File: config.mk
export PLATFORM = sky130hd
export DESIGN_NAME = cv32e40p_fault_manager
export DESIGN_NICKNAME = d
export VERILOG_FILES = /design/src/rtl/cv32e40p_pkg.sv /design/src/rtl/cv32e40p_fault_leak_timer.sv /design/src/rtl/cv32e40p_fault_manager.sv
export SDC_FILE = /design/constraint.sdc
export NUM_CORES = 1
export LEC_CHECK = 0
export ABC_AREA = 1
export CORE_ASPECT_RATIO = 0.6
export CORE_MARGIN = 3
export CORE_UTILIZATION = 45
export DETAILED_ROUTE_END_ITERATION = 10
export GPL_TIMING_DRIVEN = 0
export PLACE_DENSITY = 0.67
export SLEW_MARGIN = 20
export SYNTH_ARGS = -nofsm -noshare
export SYNTH_HDL_FRONTEND = slang
export SYNTH_HIERARCHICAL = 1
export SYNTH_SLANG_ARGS = --single-unit
File: constraint.sdc
create_clock -name clk -period 5.9 [get_ports clk]
set_input_delay 0.59 -clock clk [delete_from_list [all_inputs] [get_ports clk]]
set_output_delay 0.59 -clock clk [all_outputs]
set_load 0.01 [all_outputs]
File: src/rtl/cv32e40p_pkg.sv
// Shared types and helpers for the cv32e40p fault-tolerance slice.
package cv32e40p_pkg;

  typedef enum logic [1:0] {
    IDLE    = 2'd0,
    RECOVER = 2'd1,
    LOCK    = 2'd2
  } fault_mgr_state_e;

  function automatic int unsigned popcount(input logic [31:0] v);
    int unsigned n;
    n = 0;
    for (int i = 0; i < 32; i++) begin
      n = n + 32'(v[i]);
    end
    return n;
  endfunction

endpackage

File: src/rtl/cv32e40p_fault_leak_timer.sv
// Cycle timer that pulses tick once every LEAK_PERIOD enabled cycles.
module cv32e40p_fault_leak_timer #(
  parameter int unsigned LEAK_PERIOD = 256
) (
  input  logic clk,
  input  logic rst_n,
  input  logic en,
  input  logic restart,
  output logic tick
);

  localparam int unsigned TW = (LEAK_PERIOD > 2) ? $clog2(LEAK_PERIOD) : 1;
  localparam logic [TW-1:0] LAST = TW'(LEAK_PERIOD - 1);

  logic [TW-1:0] cnt_q;

  assign tick = en && !restart && (cnt_q == LAST);

  // restart wins over counting; the count holds while disabled
  always_ff @(posedge clk) begin
    if (!rst_n || restart) begin
      cnt_q <= '0;
    end else if (en) begin
      cnt_q <= (cnt_q == LAST) ? '0 : cnt_q + TW'(1);
    end
  end

endmodule

File: src/rtl/cv32e40p_fault_manager.sv
// Counts voter mismatches, requests recovery and locks into an alarm on repeated faults.
module cv32e40p_fault_manager
  import cv32e40p_pkg::*;
#(
  parameter int unsigned NUM_SRC     = 3,
  parameter int unsigned CNT_W       = 8,
  parameter int unsigned THRESHOLD   = 4,
  parameter int unsigned LEAK_PERIOD = 256
) (
  input  logic                     clk,
  input  logic                     rst_n,
  input  logic [NUM_SRC-1:0]       fault_i,
  input  logic                     clear_i,
  input  logic                     recover_ack_i,
  output logic                     recover_req_o,
  output logic                     alarm_o,
  output logic [NUM_SRC-1:0]       fault_sticky_o,
  output logic [CNT_W-1:0]         fault_cnt_o,
  output logic [NUM_SRC*CNT_W-1:0] src_cnt_o
);

  localparam int unsigned SUM_W = CNT_W + 6;
  localparam logic [CNT_W-1:0] CNT_MAX = '1;

  fault_mgr_state_e state_q, state_next;
  logic [SUM_W-1:0] cnt_sum;
  logic [CNT_W-1:0] cnt_add;
  logic             any_fault, over_th;
  logic             req_d, alarm_d;
  logic             leak_en, leak_restart, leak_tick;

  // saturating total after this cycle's faults
  always_comb begin
    any_fault = |fault_i;
    cnt_sum   = SUM_W'(fault_cnt_o) + SUM_W'(popcount(32'(fault_i)));
    cnt_add   = (cnt_sum > SUM_W'(CNT_MAX)) ? CNT_MAX : cnt_sum[CNT_W-1:0];
    over_th   = SUM_W'(cnt_add) >= SUM_W'(THRESHOLD);
  end

  always_ff @(posedge clk) begin
    if (!rst_n) state_q <= IDLE;
    else        state_q <= state_next;
  end

  always_comb begin
    state_next = state_q;
    unique case (state_q)
      IDLE: begin
        if (any_fault) state_next = over_th ? LOCK : RECOVER;
      end
      RECOVER: begin
        if (any_fault && over_th) state_next = LOCK;
        else if (recover_ack_i)   state_next = IDLE;
      end
      LOCK:    state_next = LOCK;
      default: state_next = IDLE;
    endcase
    if (clear_i) state_next = IDLE;
  end

  always_comb begin
    req_d   = 1'b0;
    alarm_d = 1'b0;
    if (state_next == RECOVER) req_d = 1'b1;
    if (state_next == LOCK)    alarm_d = 1'b1;
  end

  always_ff @(posedge clk) begin
    if (!rst_n) begin
      recover_req_o <= 1'b0;
      alarm_o       <= 1'b0;
    end else begin
      recover_req_o <= req_d;
      alarm_o       <= alarm_d;
    end
  end

  // only an idle, fault-free, nonzero total leaks
  assign leak_en      = (state_q == IDLE) && (fault_cnt_o != '0) && !any_fault;
  assign leak_restart = any_fault || clear_i || (state_next != state_q);

  cv32e40p_fault_leak_timer #(
    .LEAK_PERIOD(LEAK_PERIOD)
  ) u_leak_timer (
    .clk    (clk),
    .rst_n  (rst_n),
    .en     (leak_en),
    .restart(leak_restart),
    .tick   (leak_tick)
  );

  always_ff @(posedge clk) begin
    if (!rst_n || clear_i) begin
      fault_sticky_o <= '0;
      fault_cnt_o    <= '0;
      src_cnt_o      <= '0;
    end else begin
      fault_sticky_o <= fault_sticky_o | fault_i;
      fault_cnt_o    <= leak_tick ? fault_cnt_o - CNT_W'(1) : cnt_add;
      for (int i = 0; i < int'(NUM_SRC); i++) begin
        if (fault_i[i] && (src_cnt_o[i*CNT_W +: CNT_W] != CNT_MAX)) begin
          src_cnt_o[i*CNT_W +: CNT_W] <= src_cnt_o[i*CNT_W +: CNT_W] + CNT_W'(1);
        end
      end
    end
  end

endmodule

==> run summary <==
The port buffer count was 43. In this run, post-CTS hold repair placed 0 buffers. The run gives 0.008033 ns as the setup skew after layout. At the end of the flow, the number of nets in the layout was 427.

The required arrival time at the worst endpoint is 6.11 ns, and the clock latency reported for the late side of the worst-skew pair is 0.30 ns. Summing every instance area after synthesis gives 2496 µm². For the worst setup path, the data arrival time is 4.33 ns. For this design the static power due to leakage is 1.269 nW. 0 antenna diodes ended up in the layout.

The filler cells instantiated in the layout total 488. The commonest non-fill, non-tap cell in the layout is sky130_fd_sc_hd__nand2_1. Power spread over the standard cell area amounts to 205.9 nW/µm². The post-route standard cell area excluding fillers is 3112 µm².

The sort of element at the start of the critical path is an input port. For this run, the top clock speed supported by timing is 242.8 MHz. The startpoint of the most critical setup path was fault_i[1]. Counting every net in the synthesized netlist gives 377.

In this run the critical register-to-register path is launched from fault_cnt_o[0]. In this run, synthesis inferred 0 flip-flops with an integrated enable. Setup violations remaining at the end of the flow were counted as 0.

The via count of the first global-routing pass was 2,095; the share of flip-flops with an asynchronous set or reset after synthesis was 0. Final hold analysis gives a worst-case slack of 0.4900 ns. The initial core utilization was 0.4796; the number of clock buffers inserted by TritonCTS was 5. The delay of the slowest cell on the worst path works out to 0.55 ns.

Entering global routing, the biggest net connects 14 pins. In the final timing run, aggregate negative setup slack is 0 ns. The largest fanout of any net on the critical path was 10; the final max-slew violation count was 0. TritonCTS built the clock tree. The clock slew seen by the registers of the worst setup and hold paths was 0.09 ns. Relative to the synthesized area, the layout overhead comes to 24.66%.

The post-layout minimum cycle time is 4.118 ns. The die boundary height was 63.69 µm. For the all-layer global routing usage, the log shows 0.1974. The final routed DRC violation total came out at 0. The number of synthesized register bits works out to 47. The count of maximum capacitance violations was 0.

Destination of the worst register-to-register timing path: fault_cnt_o[3]. The tools report the number of warnings issued by yosys as 6. The flow ran to the end, and the final reports show no timing, DRC or antenna violations. The instance area at placement was 3009 µm²; the first-pass detailed-route iteration total was 5. The completed layout was analyzed and its total power is 0.6407 mW.

The tools report the wire length of the first global-routing pass as 10,190 µm. The transition time of the tightest slew-check pin was 0.5257 ns. The cell count after synthesis came out at 359. The slowest cell on the critical path was sky130_fd_sc_hd__fa_1. Clock tree synthesis found a total of 47 sinks. The final layout contains routed wiring with a total length of 6046 µm. Each instance of the synthesized netlist takes up on average 6.953 µm². In this run the remaining antenna-violating nets after routing total 0. CTS built an H-tree with a depth of 2. For the total count of hold-check failures in the final report, the log shows 0. Path category of the worst min-delay check: flip-flop to flip-flop.

The logs give 2,407 for the total via count in the routed design and 0 for the buffer count from post-CTS setup fixing. Period utilization: 0.6980. Dividing the detail-routed via count by the number of cells gives 5.067. Setup repair after global routing left no endpoint under its margin. The run gives 0 as the post-cts repair resize count. In this run, the number of DRC markers left after iteration 0 of detailed routing was 122.

The nature of the critical path endpoint was a flip-flop. For the final weighted congestion of routability-driven global placement, the log shows 0.8969. Most used flip-flop cell after synthesis: sky130_fd_sc_hd__dfxtp_1. The destination of the critical timing path is fault_cnt_o[3]. The floorplan step defined a core boundary enclosing 5205 µm².

During I/O placement, the number of pins put on the boundary was 44. The signal on the critical path passes through clkdlybuf4s50_1 > fa_1 > ha_1 > inv_1 > fa_1 > inv_1 > nand2_1 > nor2_1 > nand3_1 > nand2_1 > nand2_1 > nor2_1 > nand2_1 > nand2_2 > nand3_2 > nand2_1 > nand2_1 > nor2_1 > clkbuf_1 > nor2_1 > a221oi_1. Detailed placement ended at an HPWL of 4567 µm.

The die is 102.2 µm wide. The count of standard-cell rows came out at 20. The post-synthesis sequential area ratio came out at 0.3769. The tools report the clock tree root buffer cell as sky130_fd_sc_hd__clkbuf_8. By instance count, the cell type seen most on the critical path is sky130_fd_sc_hd__nand2_1. Counting along the longest clock path gives a buffer depth of 2. After detailed routing, the average wire length per cell comes to 12.73 µm. Peak supply drop: 101.6 µV. The number of antenna violations at the first check in global routing came out at 0. Leaving out fill and tap cells, the most frequent cells in the layout are 69 x sky130_fd_sc_hd__nand2_1, 59 x sky130_fd_sc_hd__inv_1, 48 x sky130_fd_sc_hd__nor2_1. Summed over all layers, the global routing overflow is 0. The run gives 0.6495 as the worst slew slack as a fraction of its limit. For the die footprint, the log shows 6506 µm². The final design utilization was 0.5978. In this run the register-to-register setup slack is 2.31 ns. The start-to-end type of the worst setup path was input port to flip-flop. The fraction of final layout cells with drive strength greater than 1 is 0.04156, and the count of different cell masters after synthesis is 30. Measured in cells, the most critical reg-to-reg path has a length of 20.
## cell families (layout without fill, tap and decap cells)
| group | Yosys count | after routing | share of synthesized area |
|---|---|---|---|
| DFF | 47 | 47 | 0.3769 |
| and+or+nand+nor | 166 | 166 | 0.2927 |
| buffers and inverters | 64 | 114 | 0.09774 |
| AOI/OAI and AO/OA | 59 | 59 | 0.1293 |
| xor gates and xnor gates | 12 | 12 | 0.04210 |
| adders and majority gates | 11 | 11 | 0.06115 |
## sequential cells by signal, indices dropped and copies added, names as in the netlist
name,flops
src_cnt_o,24
fault_cnt_o,8
u_leak_timer/cnt_q,8
fault_sticky_o,3
state_q,2
alarm_o,1
recover_req_o,1
## worst max-delay path: cells and delay by family
| kind | cells | cell delay (ns) |
|---|---|---|
| fa+ha+maj | 3 | 1.14 |
| buf+inv | 4 | 1.03 |
| compound gates | 1 | 0.27 |
| simple gates | 13 | 1.29 |
## through the flow
stage                     std cells  setup slack, ns
after floorplan                 359            2.484
after global placement          468            1.519
after detailed placement        468            1.490
after CTS                       475            1.805
after global routing            475            1.414
final                           475            1.782
## metal layers
layer	vias up	track usage	part of all wire
met3	8	0.05752	0.087
met5	-	0	0
li1	1256	-	-
met1	1037	0.3177	0.56
met4	0	0.05401	0.010
met2	106	0.2443	0.35
## how the worst min path moves through the flow
stage | cells past startpoint | from | endpoint
after floorplan | 2 | u_leak_timer/cnt_q[6] | u_leak_timer/cnt_q[6]
after global placement | 2 | fault_sticky_o[2] | fault_sticky_o[2]
after detailed placement | 2 | fault_sticky_o[2] | fault_sticky_o[2]
after CTS | 2 | fault_sticky_o[2] | fault_sticky_o[2]
after global routing | 2 | fault_sticky_o[2] | fault_sticky_o[2]
final | 2 | fault_sticky_o[0] | fault_sticky_o[0]
## report_power, final
part	internal [mW]	leakage, nW	switching [mW]
combinational	0.0325	0.837	0.0455
sequential	0.324	0.381	0.00619
clock	0.124	0.0513	0.108
total	0.480	1.27	0.160
## final cells by class
cell class              instances  area [µm²]  share of cell area
well taps                      66       82.58             0.02654
repair buffers                 43       430.4              0.1383
inverters                      59       221.5             0.07117
plain buffers                   5       22.52            0.007238
flip-flops and latches         47       940.9              0.3024
multi-input cells             248        1311              0.4214
clock inverters                 1       30.03            0.009650
clock buffers                   6       72.57             0.02332
## synthesized netlist by cell type (4+ instances only)
cell type	count	area [µm²]
sky130_fd_sc_hd__nand2_1	69	259.0
sky130_fd_sc_hd__a21oi_1	26	130.1
sky130_fd_sc_hd__inv_1	59	221.5
sky130_fd_sc_hd__clkbuf_1	4	15.01
sky130_fd_sc_hd__nor3_1	6	30.03
sky130_fd_sc_hd__ha_1	9	112.6
sky130_fd_sc_hd__dfxtp_1	47	940.9
sky130_fd_sc_hd__xor2_1	6	52.55
sky130_fd_sc_hd__nor2_1	48	180.2
sky130_fd_sc_hd__o21ai_0	22	110.1
sky130_fd_sc_hd__nand4_1	6	37.54
sky130_fd_sc_hd__xnor2_1	6	52.55
sky130_fd_sc_hd__nand3_1	24	120.1
(Power assumes the default switching activity.)
